[src/rtl/sdhci_rsp_pkg.sv]
// Shared types and constants for the SD CMD-line response path.
package sdhci_rsp_pkg;

    typedef enum logic [1:0] {
        R48_CRC   = 2'd0,
        R48_NOCRC = 2'd1,
        R136      = 2'd2,
        RSP_RSVD  = 2'd3
    } rsp_type_e;

    typedef enum logic [1:0] {
        ST_IDLE       = 2'd0,
        ST_WAIT_START = 2'd1,
        ST_RECEIVE    = 2'd2,
        ST_DONE       = 2'd3
    } rsp_state_e;

    localparam int RspShortLen = 48;
    localparam int RspLongLen  = 136;

    // CRC7 coverage windows in transmission-order bit index k
    localparam int ShortCrcLo = 0;
    localparam int ShortCrcHi = 39;
    localparam int LongCrcLo  = 8;
    localparam int LongCrcHi  = 127;

    localparam int ShiftW = 127;

    // Reserved encoding behaves like a short response without CRC
    function automatic rsp_type_e norm_type(input rsp_type_e t);
        return (t == RSP_RSVD) ? R48_NOCRC : t;
    endfunction

endpackage

[src/rtl/crc7_serial.sv]
// Bit-serial CRC7 (x^7 + x^3 + 1), zero seed, MSB-first message order.
// Shared between the command transmitter and the response receiver.
module crc7_serial (
    input  logic       sd_clk_i,
    input  logic       rst_i,
    input  logic       clear_i,
    input  logic       en_i,
    input  logic       dat_i,
    output logic [6:0] crc_o
);

    logic fb;

    assign fb = dat_i ^ crc_o[6];

    // Shift one message bit into the CRC register when enabled
    always_ff @(posedge sd_clk_i) begin
        if (rst_i || clear_i) begin
            crc_o <= '0;
        end else if (en_i) begin
            crc_o <= {crc_o[5:0], 1'b0} ^ (fb ? 7'h09 : 7'h00);
        end
    end

endmodule

[src/rtl/rsp_receiver.sv]
// CMD-line response receiver: captures R48/R136 responses, checks CRC7,
// end bit and command index.
// Optional response timeout is built when SDHCI_RSP_TIMEOUT_EN is defined;
// otherwise WAIT_START waits until abort or reset.
//
// state      | meaning
// IDLE       | ready for a new listen request
// WAIT_START | sampling CMD for the start bit (N_CR window)
// RECEIVE    | shifting in bits k=1..L-1
// DONE       | one-cycle result strobe
module rsp_receiver
    import sdhci_rsp_pkg::*;
#(
    parameter int TimeoutCycles = 64
) (
    input  logic         sd_clk_i,
    input  logic         rst_i,
    input  logic         cmd_i,
    input  logic         start_i,
    input  logic [1:0]   rsp_type_i,
    input  logic [5:0]   cmd_index_i,
    input  logic         abort_i,
    output logic         ready_o,
    output logic         receiving_o,
    output logic         rsp_valid_o,
    output logic [119:0] rsp_o,
    output logic [5:0]   rsp_index_o,
    output logic         crc_err_o,
    output logic         end_bit_err_o,
    output logic         index_err_o,
    output logic         timeout_err_o
);

    rsp_state_e         state_q, state_d;
    rsp_type_e          type_q;
    logic [5:0]         idx_q;
    logic [7:0]         bit_cnt_q;
    logic [6:0]         hdr_q;
    logic [ShiftW-1:0]  sreg_q;
    logic [6:0]         crc_val;

    logic       is_long;
    logic [7:0] last_k;
    logic [7:0] crc_lo;
    logic [7:0] crc_hi;
    logic       accept;
    logic       start_seen;
    logic       end_seen;
    logic       shifting;
    logic       crc_en;
    logic       timeout_hit;

    assign is_long    = (type_q == R136);
    assign last_k     = is_long ? 8'(RspLongLen - 1) : 8'(RspShortLen - 1);
    assign crc_lo     = is_long ? 8'(LongCrcLo) : 8'(ShortCrcLo);
    assign crc_hi     = is_long ? 8'(LongCrcHi) : 8'(ShortCrcHi);

    assign accept     = (state_q == ST_IDLE) && start_i && !abort_i;
    assign start_seen = (state_q == ST_WAIT_START) && !cmd_i && !abort_i;
    assign end_seen   = (state_q == ST_RECEIVE) && (bit_cnt_q == last_k) && !abort_i;
    assign shifting   = (state_q == ST_RECEIVE) && (bit_cnt_q != last_k) && !abort_i;

    // Start bit (k=0) only counts toward the CRC when the window begins at 0
    assign crc_en = (start_seen && (crc_lo == 8'd0)) ||
                    (shifting && (bit_cnt_q >= crc_lo) && (bit_cnt_q <= crc_hi));

`ifdef SDHCI_RSP_TIMEOUT_EN
    localparam int ToW = $clog2(TimeoutCycles + 1);

    logic [ToW-1:0] to_cnt_q;
    logic           timeout_err_q;

    // A start bit on the final sample wins, so timeout needs cmd_i high
    assign timeout_hit = (state_q == ST_WAIT_START) && cmd_i && !abort_i &&
                         (to_cnt_q == ToW'(TimeoutCycles - 1));

    // Count idle CMD samples while waiting; saturate instead of wrapping
    always_ff @(posedge sd_clk_i) begin
        if (rst_i || accept) begin
            to_cnt_q <= '0;
        end else if ((state_q == ST_WAIT_START) && cmd_i &&
                     (to_cnt_q != ToW'(TimeoutCycles))) begin
            to_cnt_q <= to_cnt_q + 1'b1;
        end
    end

    // Timeout flag follows the most recent result
    always_ff @(posedge sd_clk_i) begin
        if (rst_i) begin
            timeout_err_q <= 1'b0;
        end else if (timeout_hit) begin
            timeout_err_q <= 1'b1;
        end else if (end_seen) begin
            timeout_err_q <= 1'b0;
        end
    end

    assign timeout_err_o = timeout_err_q;
`else
    assign timeout_hit   = 1'b0;
    assign timeout_err_o = 1'b0;
`endif

    crc7_serial u_crc (
        .sd_clk_i (sd_clk_i),
        .rst_i    (rst_i),
        .clear_i  (accept),
        .en_i     (crc_en),
        .dat_i    (cmd_i),
        .crc_o    (crc_val)
    );

    // State register
    always_ff @(posedge sd_clk_i) begin
        if (rst_i) begin
            state_q <= ST_IDLE;
        end else begin
            state_q <= state_d;
        end
    end

    // Next-state and status decode; abort overrides every transition
    always_comb begin
        state_d     = state_q;
        ready_o     = 1'b0;
        receiving_o = 1'b0;
        rsp_valid_o = 1'b0;
        case (state_q)
            ST_IDLE: begin
                ready_o = 1'b1;
                if (start_i) state_d = ST_WAIT_START;
            end
            ST_WAIT_START: begin
                if (!cmd_i) state_d = ST_RECEIVE;
                else if (timeout_hit) state_d = ST_DONE;
            end
            ST_RECEIVE: begin
                receiving_o = 1'b1;
                if (bit_cnt_q == last_k) state_d = ST_DONE;
            end
            ST_DONE: begin
                rsp_valid_o = 1'b1;
                state_d     = ST_IDLE;
            end
            default: state_d = ST_IDLE;
        endcase
        if (abort_i) state_d = ST_IDLE;
    end

    // Request latch, bit counter and capture registers
    always_ff @(posedge sd_clk_i) begin
        if (rst_i) begin
            type_q    <= R48_CRC;
            idx_q     <= '0;
            bit_cnt_q <= '0;
            hdr_q     <= '0;
            sreg_q    <= '0;
        end else if (accept) begin
            type_q    <= norm_type(rsp_type_e'(rsp_type_i));
            idx_q     <= cmd_index_i;
            bit_cnt_q <= '0;
            hdr_q     <= '0;
            sreg_q    <= '0;
        end else if (start_seen) begin
            bit_cnt_q <= 8'd1;
        end else if (shifting) begin
            bit_cnt_q <= bit_cnt_q + 8'd1;
            sreg_q    <= {sreg_q[ShiftW-2:0], cmd_i};
            // k=1..7 (transmission bit + index) kept separately since the
            // long frame pushes them out of the shift register
            if (bit_cnt_q <= 8'd7) hdr_q <= {hdr_q[5:0], cmd_i};
        end
    end

    // Result registers, loaded on the end-bit sample or on timeout
    always_ff @(posedge sd_clk_i) begin
        if (rst_i) begin
            rsp_o         <= '0;
            rsp_index_o   <= '0;
            crc_err_o     <= 1'b0;
            end_bit_err_o <= 1'b0;
            index_err_o   <= 1'b0;
        end else if (timeout_hit) begin
            rsp_o         <= '0;
            rsp_index_o   <= '0;
            crc_err_o     <= 1'b0;
            end_bit_err_o <= 1'b0;
            index_err_o   <= 1'b0;
        end else if (end_seen) begin
            rsp_o         <= is_long ? sreg_q[126:7] : {88'b0, sreg_q[38:7]};
            rsp_index_o   <= hdr_q[5:0];
            crc_err_o     <= (type_q != R48_NOCRC) && (crc_val != sreg_q[6:0]);
            end_bit_err_o <= !cmd_i;
            index_err_o   <= (type_q == R48_CRC) &&
                             ((hdr_q[5:0] != idx_q) || hdr_q[6]);
        end
    end

endmodule

[config.mk]
export PLATFORM = sky130hd
export DESIGN_NAME = rsp_receiver
export DESIGN_NICKNAME = d
export VERILOG_FILES = /design/src/rtl/sdhci_rsp_pkg.sv /design/src/rtl/crc7_serial.sv /design/src/rtl/rsp_receiver.sv
export SDC_FILE = /design/constraint.sdc
export NUM_CORES = 1
export LEC_CHECK = 0
export BUFFER_PORTS_ARGS = -buffer_cell sky130_fd_sc_hd__buf_2
export CAP_MARGIN = 20
export CORE_MARGIN = 8
export CORE_UTILIZATION = 51
export DETAILED_ROUTE_END_ITERATION = 6
export GPL_ROUTABILITY_DRIVEN = 0
export PLACE_DENSITY_LB_ADDON = 0.05
export SETUP_SLACK_MARGIN = 0.3
export SLEW_MARGIN = 10
export SYNTH_ARGS = -nofsm -noshare
export SYNTH_HDL_FRONTEND = slang
export SYNTH_HIERARCHICAL = 1
export SYNTH_SLANG_ARGS = --single-unit
[constraint.sdc]
create_clock -name sd_clk_i -period 3.25 [get_ports sd_clk_i]
set_input_delay 0.325 -clock sd_clk_i [delete_from_list [all_inputs] [get_ports sd_clk_i]]
set_output_delay 0.325 -clock sd_clk_i [all_outputs]
set_load 0.01 [all_outputs]
### After elaboration in Yosys (flattened, before gate mapping)

Index checks and enable logic that the tools add are counted.

* register bits after elaboration: 288
* input bits: 13
* output and inout bits: 133
* word-level logic and storage cells: 76

* $add $sub $neg: 1
* order comparisons: 3
* equality and inequality tests: 13
* mux-type cells: 15
* bitwise gates (word level): 3
* reduce and logical (&&, ||, !) cells: 28

Operator list (count)
* two-way mux 120 bit: 1
* logical AND 1 bit: 13
* adder 8 x 1 -> 8 bit, second input constant: 1
* equality test 2 bit, second input constant: 4
* equality test 8 bit: 1
* greater-or-equal comparator 8 x 4 -> 1 bit: 1
* less-or-equal comparator 8 x 3 -> 1 bit, second input constant: 1
* less-or-equal comparator 8 x 7 -> 1 bit: 1
* logical NOT 8 bit: 1
* two-way mux 2 bit: 4
* two-way mux 4 bit: 2
* two-way mux 8 bit: 1
* inequality test 8 bit: 1
* one-hot mux 2 bit (4 select lines): 1
* two-way mux 7 bit: 1
* inequality test 7 bit: 1
* bitwise XOR 7 bit: 1
* inequality test 6 bit: 1
* AND reduction 3 bit: 2
* two-way mux 1 bit: 5
* logical NOT 2 bit: 2
* inequality test 2 x 1 -> 1 bit, second input constant: 2
* inequality test 2 bit, second input constant: 2
* OR reduction 2 bit: 2
* 8 further kinds: 11

### Longest topological paths before layout

Gate-level depths: netlist of run 1.

* depth after elaboration: 8
* gate-level depth with buffers: 12
* gate-level depth less buffers: 10

### Hierarchy

The synthesis of run 1 kept the hierarchy.

Modules (own cells, without submodules)
* rsp_receiver: times used 1, cells an instance 1313, area an instance 10412.5 sq um, seq. area each 5625.4 sq um
* crc7_serial: times used 1, cells an instance 28, area an instance 276.5 sq um, seq. area each 140.1 sq um

### Worst setup path after synthesis of run 1

OpenSTA, ideal clock, no wires.

* path type: reg2reg
* start: register type_q[1]
* end: register u_crc.crc_o[3]
* setup time: 0.063 ns
* arrival time: 3.103 ns
* required time: 3.187 ns
* path slack: 0.085 ns
* stages on the path, launching flop included: 13
* buffers on the path: 2
* period minus slack after synthesis: 3.165 ns
* path through: dfxtp_1 > nor2b_1 > clkbuf_1 > inv_1 > ha_1 > inv_1 > or4_1 > o22ai_1 > o2111ai_1 > a22oi_1 > clkbuf_1 > or4b_1 > nand3_1

* cells in the longest elaborated chain, start to end: 8
* elaborated cells between the ends (all ways): 14
* classes of those cells: order compare: 2; eq/ne: 2; mux: 3; reduce/logical: 7

RTL lines
* start: declaration: RTL line rsp_receiver.sv:35 `rsp_type_e type_q;`
* start signal: assignment: RTL line rsp_receiver.sv:159 `type_q <= norm_type(rsp_type_e'(rsp_type_i));`
* equality test 2 bit *: RTL line rsp_receiver.sv:53 `assign is_long = (type_q == R136);`
* branches (longest 6 deep; another with greater-or-equal comparator 8 x 4 -> 1 bit)
* logical OR 1 bit *: RTL line rsp_receiver.sv:64 `assign crc_en = (start_seen && (crc_lo == 8'd0)) ||`
* named net crc_en: RTL line rsp_receiver.sv:50 `logic crc_en;`
* end signal: assignment: RTL line crc7_serial.sv:21 `crc_o <= {crc_o[5:0], 1'b0} ^ (fb ? 7'h09 : 7'h00);`
* end: declaration: RTL line crc7_serial.sv:9 `output logic [6:0] crc_o`

Mark *: on every way through the listed nets, which the timed path passes.
A chain may end at the register's enable or synchronous reset.

### Worst setup path after layout of run 1

Ends and elaborated chain as after synthesis.

==> insert_results.sql, run 1 <==
INSERT INTO impl_metrics (metric_group, metric, value, unit) VALUES
('outcome', 'outcome', 'finished clean', ''),
('pwr', 'design_power_total', '7.089', 'mW'),
('timing', 'setup_ws', '0.5134', 'ns'),
('die', 'fp.dieW', '160.8', 'um'),
('final_layout', 'final_design_area_no_fill', '0.01257', 'mm^2'),
('drt', 'via_per_inst', '5.221', ''),
('drt', 'total_number_of_vias', '9011', ''),
('global_routing', 'grt_pass1_wl', '42260', 'um'),
('logic_synthesis', 'syn-instance-count', '1341', ''),
('die', 'dieHeight', '160.8', 'um'),
('timing', 'final.setup.tns', '0', 'ns'),
('cts', 'clock_tree.buffer_depth', '3', ''),
('cts', 'clk-insertion-delay-late', '0.53', 'ns'),
('drt', 'detail_route.first_pass.iterations', '5', ''),
('logic_synthesis', 'ffs_w_async_s_r_synth', '0', '%'),
('die', 'core-area', '0.02082', 'mm^2'),
('timing', 'slew_headroom', '38.46', '%'),
('final_layout', 'finalNetCount', '1451', ''),
('final_layout', 'area_growth_syn_to_layout', '17.58', '%'),
('global_routing', 'antenna_found_initial', '0', ''),
('die', 'rows', '53', ''),
('worst_setup_path', 'worst_setup_path_end_kind', 'flop', ''),
('place', 'total_of_buffers_placed_on_input_and_output_ports', '144', ''),
('logic_synthesis', 'ys_warn_count', '6', ''),
('place', 'dp_worst_setup_slack', '0.4173', 'ns'),
('worst_setup_path', 'critical_path.startpoint_type', 'flop', ''),
('die', 'design.die.area', '0.02585', 'mm^2'),
('timing', 'rsz0062_at_grt', 'no', ''),
('timing', 'min_period_over_period', '84.20', '%'),
('final_layout', 'post_route_cells_drive_above_1_share', '15.09', '%'),
('final_layout', 'insertedDiodeCount', '0', ''),
('logic_synthesis', 'synth_edf_count', '0', ''),
('drt', 'route.detailed.wl_per_inst', '14.31', 'um'),
('logic_synthesis', 'syn_nets', '1363', ''),
('pwr', 'power.leakage', '4.561', 'nW'),
('worst_hold_path', 'min_path_type', 'in2reg', ''),
('timing', 'finClkSkew', '0.01004', 'ns'),
('drt', 'drcViolationCount', '0', ''),
('logic_synthesis', 'synthDistinctLibCells', '42', ''),
('timing', 'holdWs', '0.04137', 'ns'),
('timing', 'final_max_slew_viol_count', '0', ''),
('drt', 'postRouteWirelength', '24700', 'um'),
('worst_setup_path', 'crit_arrival', '3.21', 'ns'),
('global_routing', 'overflow', '0', ''),
('worst_setup_path', 'timing.critical_path.fanout_max', '5', ''),
('drt', 'drtAntennaViolNets', '0', ''),
('die', 'io_pins', '146', ''),
('logic_synthesis', 'postSynthRegisterBits', '288', ''),
('cts', 'clock_tree_root', 'sky130_fd_sc_hd__clkbuf_16', ''),
('cts', 'clock_sinks', '288', ''),
('logic_synthesis', 'synth_area_per_cell', '7.971', 'um^2'),
('run', 'max-cap-violations', '0', ''),
('pwr', 'cellPowerDensity', '564.1', 'mW/mm^2'),
('timing', 'fmax', '365.4', 'MHz'),
('final_layout', 'final_cell_count_no_fill', '1726', ''),
('final_layout', 'final_core_util', '60.36', '%'),
('worst_setup_path', 'worst_ep_required_time', '3.73', 'ns'),
('logic_synthesis', 'syn-cell-area', '0.01069', 'mm^2'),
('cts', 'tritoncts', 'done', ''),
('logic_synthesis', 'synth_sequential_area_ratio', '53.94', '%'),
('global_routing', 'grt_util_all_layers', '18.69', '%'),
('timing', 'finalSetupViolations', '0', ''),
('die', 'start_util', '51.33', '%'),
('place', 'place_inst', '1672', ''),
('timing', 'final_period_minus_worst_setup_slack', '2.737', 'ns'),
('drt', 'first_iter_violations', '544', ''),
('timing', 'hold_viol', '0', ''),
('cts', 'number_of_clock_buffers_inserted_by_tritoncts', '30', ''),
('global_routing', 'grt_max_degree', '91', ''),
('cts', 'clkTransAtPathRegs', '0.06', 'ns'),
('logic_synthesis', 'synth-main-ff-cell', 'sky130_fd_sc_hd__dfxtp_1', ''),
('worst_setup_path', 'worstSetupPathType', 'reg2reg', ''),
('pwr', 'vdd.ir_drop.worst', '387.1', 'uV'),
('place', 'detailed_place.area', '0.01156', 'mm^2'),
('global_routing', 'first_global_vias', '8682', ''),
('cts', 'ctsHtreeMaxLevel', '1', ''),
('final_layout', 'final.fill_count', '1982', ''),
('place', 'detailedPlacementHpwl', '15400', 'um'),
('timing', 'worst_slew_pin_tran', '0.9231', 'ns');
-- cell usage in the layout (no fill, tap or decap), drive strengths merged, types with 4 or more instances in the layout --
master,n
a211oi,4
a21oi,275
buf,163
clkbuf,47
clkinv,6
dfxtp,288
ha,9
inv,11
mux2i,5
nand2,441
nand3,104
nand4,4
nor2,20
o2111ai,4
o21ai,12
xnor2,14
xor2,5
-- cell families after synthesis --
| group | Yosys count | share of synthesized area (%) |
|---|---|---|
| simple gates | 592 | 22.81 |
| compound gates | 308 | 15.03 |
| flops | 288 | 53.94 |
| buf+inv | 119 | 5.104 |
| xor+xnor | 19 | 1.557 |
| fa+ha+maj | 9 | 1.054 |
| mux | 5 | 0.4682 |
| other cells | 1 | 0.03508 |
-- worst max-delay path, cell delays in order (launching register included) --
cell	delay (ns)
sky130_fd_sc_hd__dfxtp_1	0.39
sky130_fd_sc_hd__nor2b_4	0.19
sky130_fd_sc_hd__inv_1	0.10
sky130_fd_sc_hd__ha_1	0.36
sky130_fd_sc_hd__inv_1	0.05
sky130_fd_sc_hd__or4_1	0.49
sky130_fd_sc_hd__o22ai_1	0.17
sky130_fd_sc_hd__o2111ai_1	0.16
sky130_fd_sc_hd__a22oi_2	0.24
sky130_fd_sc_hd__or4b_1	0.45
sky130_fd_sc_hd__nand3_1	0.08
-- final timing paths --
kind	startpoint	to	slack (ns)	cells after the start
worst min register to register	rsp_o[54]	rsp_o[54]	0.44	2
worst max-delay path	type_q[1]	u_crc/crc_o[3]	0.51	10
worst min-delay path	cmd_index_i[2]	idx_q[2]	0.04	3
worst max register to register	type_q[1]	u_crc/crc_o[3]	0.51	10
-- layout make-up --
cell class	instances	area, um^2	area share (%)
sequential	288	5766	45.87
multi-input combinational	934	4433	35.27
timing repair buffer	163	982.2	7.815
clock buffer	47	935.9	7.446
tap	275	344.1	2.738
clock inverter	7	62.56	0.4978
inverter	12	45.04	0.3584
-- power by group --
group	leakage, nW	internal (mW)	switching, mW	total, mW
combinational	1.75	0.0403	0.128	0.169
sequential	2.32	3.54	0.00645	3.54
clock	0.495	2.04	1.34	3.38
-- metal layers --
layer,vias up,GRT usage (%),share of wire [%]
met5,-,0,0
met4,0,4.040,1.4
met3,29,3.430,5.2
met2,188,31.68,47
met1,4184,24.40,47
li1,4610,-,-
-- state kept, by name, summed over array words and instances, names as in the netlist --
name and count:
bit_cnt_q 8, crc_err_o 1, end_bit_err_o 1, hdr_q 7, idx_q 6, index_err_o 1, rsp_index_o 6, rsp_o 120
sreg_q 127, state_q 2, type_q 2, u_crc/crc_o 7
-- cells in the mapped netlist (3+ instances only) --
cell,number,area [um^2]
sky130_fd_sc_hd__xor2_1,5,43.79
sky130_fd_sc_hd__dfxtp_1,288,5766
sky130_fd_sc_hd__nor2_1,20,75.07
sky130_fd_sc_hd__nand4_1,4,25.02
sky130_fd_sc_hd__xnor2_1,14,122.6
sky130_fd_sc_hd__o21ai_0,10,50.05
sky130_fd_sc_hd__a21oi_1,275,1376
sky130_fd_sc_hd__nand2_1,441,1655
sky130_fd_sc_hd__nand3_1,104,520.5
sky130_fd_sc_hd__a211oi_1,4,30.03
sky130_fd_sc_hd__ha_1,9,112.6
sky130_fd_sc_hd__nor4_1,3,18.77
sky130_fd_sc_hd__buf_4,16,120.1
sky130_fd_sc_hd__or4_1,3,22.52
sky130_fd_sc_hd__mux2i_1,5,50.05
sky130_fd_sc_hd__inv_1,11,41.29
sky130_fd_sc_hd__clkbuf_1,60,225.2
sky130_fd_sc_hd__buf_2,31,155.2
sky130_fd_sc_hd__a22oi_1,3,22.52
sky130_fd_sc_hd__o2111ai_1,4,35.03
sky130_fd_sc_hd__nand2b_1,3,18.77
-- repair_timing --
action / CTS / global route
gates resized for setup: 0 / 2
buffers inserted: 0 / 0
hold buffers: 0 / 0
setup endpoints to repair: 0 / 117
No activity file was read; power rests on OpenSTA's default activity.
==> run 2: changes to the inputs <==
Clock period 3.25 ns to 2.3 ns, I/O delays scaled along.
==> run 2 against run 1 <==
The flow now finishes with violations (negative setup slack). First-iteration DRC count rose by 14%. Sequential power rose by 42%. Global-route usage rose by 1.1 points. Sequential share of layout area fell by 3.7 points. Design area rose by 8.8%. Critical endpoint unchanged. Largest power group unchanged.
==> insert_results.sql, run 2 (synthesis results as in run 1) <==
INSERT INTO impl_metrics (metric_group, metric, value, unit) VALUES
('drt', 'total_number_of_vias', '9325', ''),
('run', 'max-cap-violations', '0', ''),
('pwr', 'cellPowerDensity', '750.4', 'mW/mm^2'),
('timing', 'final_max_slew_viol_count', '0', ''),
('place', 'detailedPlacementHpwl', '16370', 'um'),
('timing', 'slew_headroom', '41.78', '%'),
('die', 'core-area', '0.02082', 'mm^2'),
('worst_setup_path', 'worstPathCellList', 'nor2b_4 > inv_6 > ha_4 > inv_2 > or4_4 > o22ai_4 > o2111ai_2 > a22oi_2 > or4b_1 > nand3_1', ''),
('timing', 'rsz0062_at_grt', 'yes', ''),
('cts', 'clkTransAtPathRegs', '0.06', 'ns'),
('timing', 'final.setup.tns', '-1.970', 'ns'),
('timing', 'holdWs', '0.04816', 'ns'),
('final_layout', 'area_growth_syn_to_layout', '27.95', '%'),
('global_routing', 'grt_pass1_wl', '44100', 'um'),
('die', 'fp.dieW', '160.8', 'um'),
('global_routing', 'first_global_vias', '8701', ''),
('cts', 'clock_tree.buffer_depth', '3', ''),
('drt', 'route.detailed.wl_per_inst', '15.03', 'um'),
('timing', 'min_period_over_period', '106.5', '%'),
('global_routing', 'grt_util_all_layers', '19.77', '%'),
('cts', 'clk-insertion-delay-late', '0.54', 'ns'),
('timing', 'final_period_minus_worst_setup_slack', '2.449', 'ns'),
('global_routing', 'grt_max_degree', '91', ''),
('drt', 'drcViolationCount', '0', ''),
('outcome', 'outcome', 'finished with violations', ''),
('die', 'io_pins', '146', ''),
('cts', 'tritoncts', 'done', ''),
('timing', 'finClkSkew', '0.01173', 'ns'),
('final_layout', 'post_route_cells_drive_above_1_share', '23.37', '%'),
('cts', 'clock_sinks', '288', ''),
('worst_setup_path', 'critical_path_launch_point', 'type_q[1]', ''),
('worst_setup_path', 'regToRegStartpoint', 'type_q[1]', ''),
('pwr', 'power.leakage', '4.951', 'nW'),
('worst_setup_path', 'critical_path.startpoint_type', 'flop', ''),
('global_routing', 'overflow', '0', ''),
('final_layout', 'finalNetCount', '1505', ''),
('worst_setup_path', 'crit_arrival', '2.94', 'ns'),
('die', 'design.die.area', '0.02585', 'mm^2'),
('timing', 'fmax', '408.3', 'MHz'),
('drt', 'via_per_inst', '5.236', ''),
('final_layout', 'largest_register_ffs', '127', ''),
('timing', 'setup_ws', '-0.1489', 'ns'),
('final_layout', 'mostFrequentLayoutCell', 'sky130_fd_sc_hd__nand2_1', ''),
('worst_setup_path', 'r2r_slack', '-0.15', 'ns'),
('die', 'start_util', '51.33', '%'),
('cts', 'number_of_clock_buffers_inserted_by_tritoncts', '30', ''),
('worst_setup_path', 'crit-reg2reg-capture', 'u_crc/crc_o[3]', ''),
('worst_setup_path', 'worst_setup_path_end_kind', 'flop', ''),
('worst_setup_path', 'worstSetupPathType', 'reg2reg', ''),
('final_layout', 'final_design_area_no_fill', '0.01368', 'mm^2'),
('worst_setup_path', 'crit_path_max_incr_delay', '0.51', 'ns'),
('place', 'detailed_place.area', '0.01220', 'mm^2'),
('final_layout', 'layout.cells.most_common_list', '435 x sky130_fd_sc_hd__nand2_1, 287 x sky130_fd_sc_hd__dfxtp_1, 274 x sky130_fd_sc_hd__a21oi_1', ''),
('drt', 'detail_route.first_pass.iterations', '4', ''),
('pwr', 'vdd.ir_drop.worst', '606.1', 'uV'),
('worst_setup_path', 'crit_path_end', 'u_crc/crc_o[3]', ''),
('worst_setup_path', 'depth_of_the_worst_register_to_register_path', '10', ''),
('final_layout', 'final.fill_count', '1824', ''),
('cts', 'clock_tree_root', 'sky130_fd_sc_hd__clkbuf_16', ''),
('outcome', 'violations', 'negative setup slack', ''),
('drt', 'drtAntennaViolNets', '0', ''),
('cts', 'ctsHtreeMaxLevel', '1', ''),
('timing', 'hold_viol', '0', ''),
('global_routing', 'antenna_found_initial', '0', ''),
('drt', 'postRouteWirelength', '26760', 'um'),
('drt', 'first_iter_violations', '620', ''),
('worst_setup_path', 'timing.critical_path.fanout_max', '3', ''),
('timing', 'worst_slew_pin_tran', '0.8733', 'ns'),
('worst_setup_path', 'worst_ep_required_time', '2.79', 'ns'),
('die', 'dieHeight', '160.8', 'um'),
('place', 'total_of_buffers_placed_on_input_and_output_ports', '144', ''),
('final_layout', 'largest-register', 'sreg_q', ''),
('final_layout', 'largest_registers', 'sreg_q (127), rsp_o (120), bit_cnt_q (8)', ''),
('die', 'rows', '53', ''),
('final_layout', 'final_core_util', '65.68', '%'),
('place', 'dp_worst_setup_slack', '-0.1715', 'ns'),
('worst_hold_path', 'min_path_type', 'in2reg', ''),
('final_layout', 'insertedDiodeCount', '0', ''),
('worst_setup_path', 'cpMaxStageDelayCell', 'sky130_fd_sc_hd__or4_4', ''),
('timing', 'finalSetupViolations', '33', '');
[run 2: how the worst min path moves through the flow]
stage	from	end	slack [ns]	cells past startpoint
after floorplan	abort_i	state_q[1]	0.31	1
after global placement	rsp_o[44]	rsp_o[44]	0.44	2
after detailed placement	rsp_o[42]	rsp_o[42]	0.44	2
after CTS	rst_i	hdr_q[0]	0.03	4
after global routing	rst_i	hdr_q[0]	0.04	4
final	rst_i	hdr_q[0]	0.05	4
[run 2: metrics by stage]
stage	power [mW]	cells
floorplan	5.298	1341
global placement	5.377	1703
detailed placement	5.379	1703
CTS	10.39	1777
global route	10.62	1781
finish	10.26	1781
[run 2: cell type report]
type,count,area [um^2],area share (%)
flip-flops and latches,288,5767,42.16
multi-input cells,934,4850,35.46
repair buffers,217,1625,11.88
clock buffers,43,900.9,6.587
well taps,275,344.1,2.516
clock inverters,12,140.1,1.025
inverters,12,50.05,0.3659
[run 2: report_power, final]
group	total, mW	leakage (nW)	switching (mW)	internal [mW]
clock	4.97	0.514	1.93	3.04
sequential	5.01	2.32	0.00765	5.00
combinational	0.287	2.12	0.201	0.0863
total	10.3	4.95	2.14	8.13
[run 2: what timing repair did]
action	in CTS	in global routing
buffers inserted	6	3
endpoints found under the hold margin	11	0
hold buffers	9	0
resized for setup	11	12
pin swaps	7	5
setup endpoints to repair	276	276
gates cloned	4	1
[run 2: worst max-delay path, delay by kind of cell (launching register included)]
kind,cells,cell delay [ns]
compound gates,3,0.47
simple gates,4,1.24
fa+ha+maj,1,0.26
buf+inv,2,0.09
flops,1,0.33
[run 2: metal layers]
layer / share of wire (%) / wire (um) / GRT usage [%]
met3: 5.8 / 1563 / 4.274
met5: 0 / 0 / 0
met1: 47 / 12470 / 26.44
met4: 1.7 / 453 / 4.630
met2: 46 / 12280 / 32.09
==> run 3: changes to the inputs <==
Settings changed: ABC_AREA from default to 1, ABC_CLOCK_PERIOD_IN_PS from default to 2300.
==> run 3 against run 2 <==
Combinational power grew 61%. Via count grew 1.3%. Routed wire length grew 3.0%. Worst hold slack gained 0.074 ns. Sequential power is essentially flat. Register-to-register slack gained 0.52 ns. Fmax grew 27%. Synthesized cell count grew 3.5%. Non-clock buffer count shrank 17. Highest routed layer unchanged. Critical path depth grew 3. Critical path type unchanged. Area after synthesis grew 0.30%. The flow now finishes without violations. Sequential cell count is the same.
==> insert_results.sql, run 3 <==
INSERT INTO impl_metrics (metric_group, metric, value, unit) VALUES
('outcome', 'outcome', 'finished clean', ''),
('worst_setup_path', 'timing.critical_path.buf_inv', '6', ''),
('drt', 'detail_route.first_pass.iterations', '5', ''),
('timing', 'finClkSkew', '0.01423', 'ns'),
('worst_setup_path', 'timing.critical_path.fanout_max', '8', ''),
('drt', 'total_number_of_vias', '9446', ''),
('logic_synthesis', 'synth_sequential_area_ratio', '53.78', '%'),
('logic_synthesis', 'synth_edf_count', '0', ''),
('drt', 'first_iter_violations', '550', ''),
('worst_setup_path', 'regToRegStartpoint', 'type_q[0]', ''),
('final_layout', 'layout.cells.most_common_list', '472 x sky130_fd_sc_hd__nand2_1, 285 x sky130_fd_sc_hd__dfxtp_1, 268 x sky130_fd_sc_hd__a21oi_1', ''),
('global_routing', 'antenna_found_initial', '0', ''),
('place', 'detailedPlacementHpwl', '15570', 'um'),
('die', 'io_pins', '146', ''),
('cts', 'number_of_clock_buffers_inserted_by_tritoncts', '31', ''),
('cts', 'ctsHtreeMaxLevel', '1', ''),
('worst_hold_path', 'min_from', 'cmd_i', ''),
('worst_setup_path', 'worst_ep_required_time', '2.78', 'ns'),
('timing', 'slew_headroom', '38.37', '%'),
('pwr', 'power_switching', '2.253', 'mW'),
('global_routing', 'overflow', '0', ''),
('final_layout', 'largest_registers', 'sreg_q (127), rsp_o (120), bit_cnt_q (8)', ''),
('timing', 'final_period_minus_worst_setup_slack', '1.926', 'ns'),
('pwr', 'internal-power', '8.193', 'mW'),
('logic_synthesis', 'synth-main-ff-cell', 'sky130_fd_sc_hd__dfxtp_1', ''),
('cts', 'tritoncts', 'done', ''),
('place', 'place_inst', '1736', ''),
('die', 'core-area', '0.02082', 'mm^2'),
('final_layout', 'area_growth_syn_to_layout', '25.67', '%'),
('final_layout', 'largest-register', 'sreg_q', ''),
('cts', 'clock_tree.buffer_depth', '3', ''),
('cts', 'clock_tree_root', 'sky130_fd_sc_hd__clkbuf_16', ''),
('final_layout', 'final_cell_count_no_fill', '1823', ''),
('worst_setup_path', 'critical_path_launch_point', 'type_q[0]', ''),
('worst_setup_path', 'worst_setup_path_end_kind', 'flop', ''),
('cts', 'clk-insertion-delay-late', '0.55', 'ns'),
('final_layout', 'finalNetCount', '1547', ''),
('die', 'fp.dieW', '161.0', 'um'),
('global_routing', 'first_global_vias', '9007', ''),
('worst_setup_path', 'worst_path_dominant_cell_family', 'buffers and inverters', ''),
('final_layout', 'ff_latch_area', '0.005772', 'mm^2'),
('worst_setup_path', 'critical_path.startpoint_type', 'flop', ''),
('final_layout', 'multi_input_area', '0.004501', 'mm^2'),
('worst_setup_path', 'worstSetupPathType', 'reg2reg', ''),
('logic_synthesis', 'netlist.top_cell.by_area', 'sky130_fd_sc_hd__dfxtp_1', ''),
('die', 'start_util', '51.49', '%'),
('final_layout', 'mostFrequentLayoutCell', 'sky130_fd_sc_hd__nand2_1', ''),
('pwr', 'clock_power_share', '47.4', '%'),
('logic_synthesis', 'cell_with_the_most_instances_after_synthesis', 'sky130_fd_sc_hd__nand2_1', ''),
('worst_hold_path', 'min_path_type', 'in2reg', ''),
('drt', 'via_per_inst', '5.182', ''),
('worst_setup_path', 'cp_common_cell', 'sky130_fd_sc_hd__nand3_2', ''),
('pwr', 'p_sw_share', '21.56', '%'),
('drt', 'drtAntennaViolNets', '0', ''),
('logic_synthesis', 'synth.cells.most_frequent', '474 x sky130_fd_sc_hd__nand2_1, 288 x sky130_fd_sc_hd__dfxtp_1, 281 x sky130_fd_sc_hd__a21oi_1', ''),
('timing', 'final.setup.tns', '0', 'ns'),
('logic_synthesis', 'ffs_w_async_s_r_synth', '0', '%'),
('logic_synthesis', 'synthTopCellsByArea', 'sky130_fd_sc_hd__dfxtp_1 54%, sky130_fd_sc_hd__nand2_1 17%, sky130_fd_sc_hd__a21oi_1 13%', ''),
('timing', 'fmax', '519.3', 'MHz'),
('worst_setup_path', 'crit_path_max_incr_delay', '0.35', 'ns'),
('timing', 'final_max_slew_viol_count', '0', ''),
('die', 'dieHeight', '161.0', 'um'),
('final_layout', 'final.fill_count', '1869', ''),
('drt', 'drcViolationCount', '0', ''),
('timing', 'rsz0062_at_grt', 'yes', ''),
('logic_synthesis', 'synth_area_per_cell', '7.724', 'um^2'),
('die', 'design.die.area', '0.02592', 'mm^2'),
('pwr', 'power_frac_comb', '4.4', '%'),
('global_routing', 'grt_max_degree', '82', ''),
('global_routing', 'grt_pass1_wl', '45050', 'um'),
('logic_synthesis', 'synthDistinctLibCells', '32', ''),
('drt', 'route.detailed.wl_per_inst', '15.12', 'um'),
('logic_synthesis', 'ys_warn_count', '6', ''),
('pwr', 'vdd.ir_drop.worst', '535.5', 'uV'),
('worst_setup_path', 'worstPathCellList', 'inv_4 > nand2_4 > ha_4 > inv_2 > nand3_2 > nor2_2 > buf_4 > nand3_4 > clkinv_8 > buf_12 > clkbuf_16 > nand3_2 > a21oi_2', ''),
('timing', 'min_period_over_period', '83.73', '%'),
('pwr', 'cellPowerDensity', '775.2', 'mW/mm^2'),
('timing', 'finalSetupViolations', '0', ''),
('global_routing', 'grt_util_all_layers', '20.31', '%'),
('timing', 'holdWs', '0.1225', 'ns'),
('die', 'rows', '53', ''),
('final_layout', 'post_route_cells_drive_above_1_share', '19.19', '%'),
('pwr', 'power.leakage', '5.081', 'nW'),
('logic_synthesis', 'syn-instance-count', '1388', ''),
('place', 'total_of_buffers_placed_on_input_and_output_ports', '144', ''),
('drt', 'postRouteWirelength', '27570', 'um'),
('cts', 'clock_sinks', '288', ''),
('worst_setup_path', 'crit_arrival', '2.40', 'ns'),
('final_layout', 'insertedDiodeCount', '0', ''),
('timing', 'hold_viol', '0', ''),
('worst_setup_path', 'cpMaxStageDelayCell', 'sky130_fd_sc_hd__dfxtp_4', ''),
('run', 'max-cap-violations', '0', ''),
('logic_synthesis', 'syn_nets', '1410', ''),
('pwr', 'pwr-share-seq', '48.2', '%'),
('logic_synthesis', 'postSynthRegisterBits', '288', ''),
('timing', 'worst_slew_pin_tran', '0.9244', 'ns'),
('final_layout', 'largest_register_ffs', '127', ''),
('cts', 'clkTransAtPathRegs', '0.06', 'ns'),
('logic_synthesis', 'netlist.area_leader.share', '53.78', '%'),
('logic_synthesis', 'syn-cell-area', '0.01072', 'mm^2');
run 3: changes by cell type after synthesis, sizes merged, moves of 4 or more:
cell,delta
inv,+36
nand2,+35
nor2,+12
clkbuf,-9
xnor2,-8
a21oi,+6
o21ai,+6
mux2i,-5
nand3,+4
o2111ai,-4
run 3: layout make-up:
class	instances	share of cell area [%]
repair inverters	2	0.1486
inverters	48	1.588
clock inverters	4	0.3900
multi-input cells	954	33.40
clock buffers	52	7.382
repair buffers	200	11.70
well taps	275	2.554
flip-flops and latches	288	42.84
run 3: logic make-up after synthesis:
kind of cell,count (synthesis),synth area share [%]
other cells,1,0.03498
simple gates,623,23.38
buf+inv,146,6.162
compound gates,310,14.70
fa+ha+maj,9,1.050
flops,288,53.78
xor+xnor,11,0.8986
run 3: power groups by stage:
stage / combinational, mW / sequential (mW) / clock [mW]
detailed placement: 0.387 / 5.14 / 0
global placement: 0.388 / 5.14 / 0
finish: 0.462 / 5.03 / 4.95
floorplan: 0.270 / 5.14 / 0
CTS: 0.434 / 5.03 / 5.06
global route: 0.510 / 5.03 / 5.25
run 3: path summary, 6_finish.rpt:
path	end	slack, ns	cells after the start
worst max-delay path	rsp_o[112]	0.37	13
worst min-delay path	end_bit_err_o	0.12	3
worst max register to register	rsp_o[112]	0.37	13
worst min register to register	rsp_o[27]	0.46	2
run 3: what timing repair did:
item | 4_1_cts | 5_1_grt
gates resized for setup | 15 | 60
cloned | 6 | 6
endpoints found under the setup margin | 259 | 277
hold buffers | 9 | 0
hold endpoints to repair | 9 | 0
pin swaps | 0 | 15
setup buffers | 5 | 5
run 3: tightest hold or removal path, cell delays in order:
cell,delay [ns]
sky130_fd_sc_hd__buf_2,0.12
sky130_fd_sc_hd__buf_4,0.18
sky130_fd_sc_hd__a21oi_1,0.08
run 3: per-layer routing:
metal  GRT usage [%]  part of all wire, %  vias up
li1                -                    -     4797
met1           26.48                   46     4441
met2           34.36                   48      178
met3           3.385                  4.4       30
met4           5.177                  1.8        0
met5               0                    0        -
run 3: metrics by stage:
stage	setup WS, ns	utilization (%)	power [mW]	instance area [um^2]
after floorplan	0.3328	-	5.407	10730
after global placement	0.1693	55.98	5.529	11660
after detailed placement	0.1171	55.98	5.529	11660
after CTS	0.2491	62.70	10.52	13060
after global routing	0.2454	64.71	10.79	13470
final	0.3742	64.71	10.45	13470
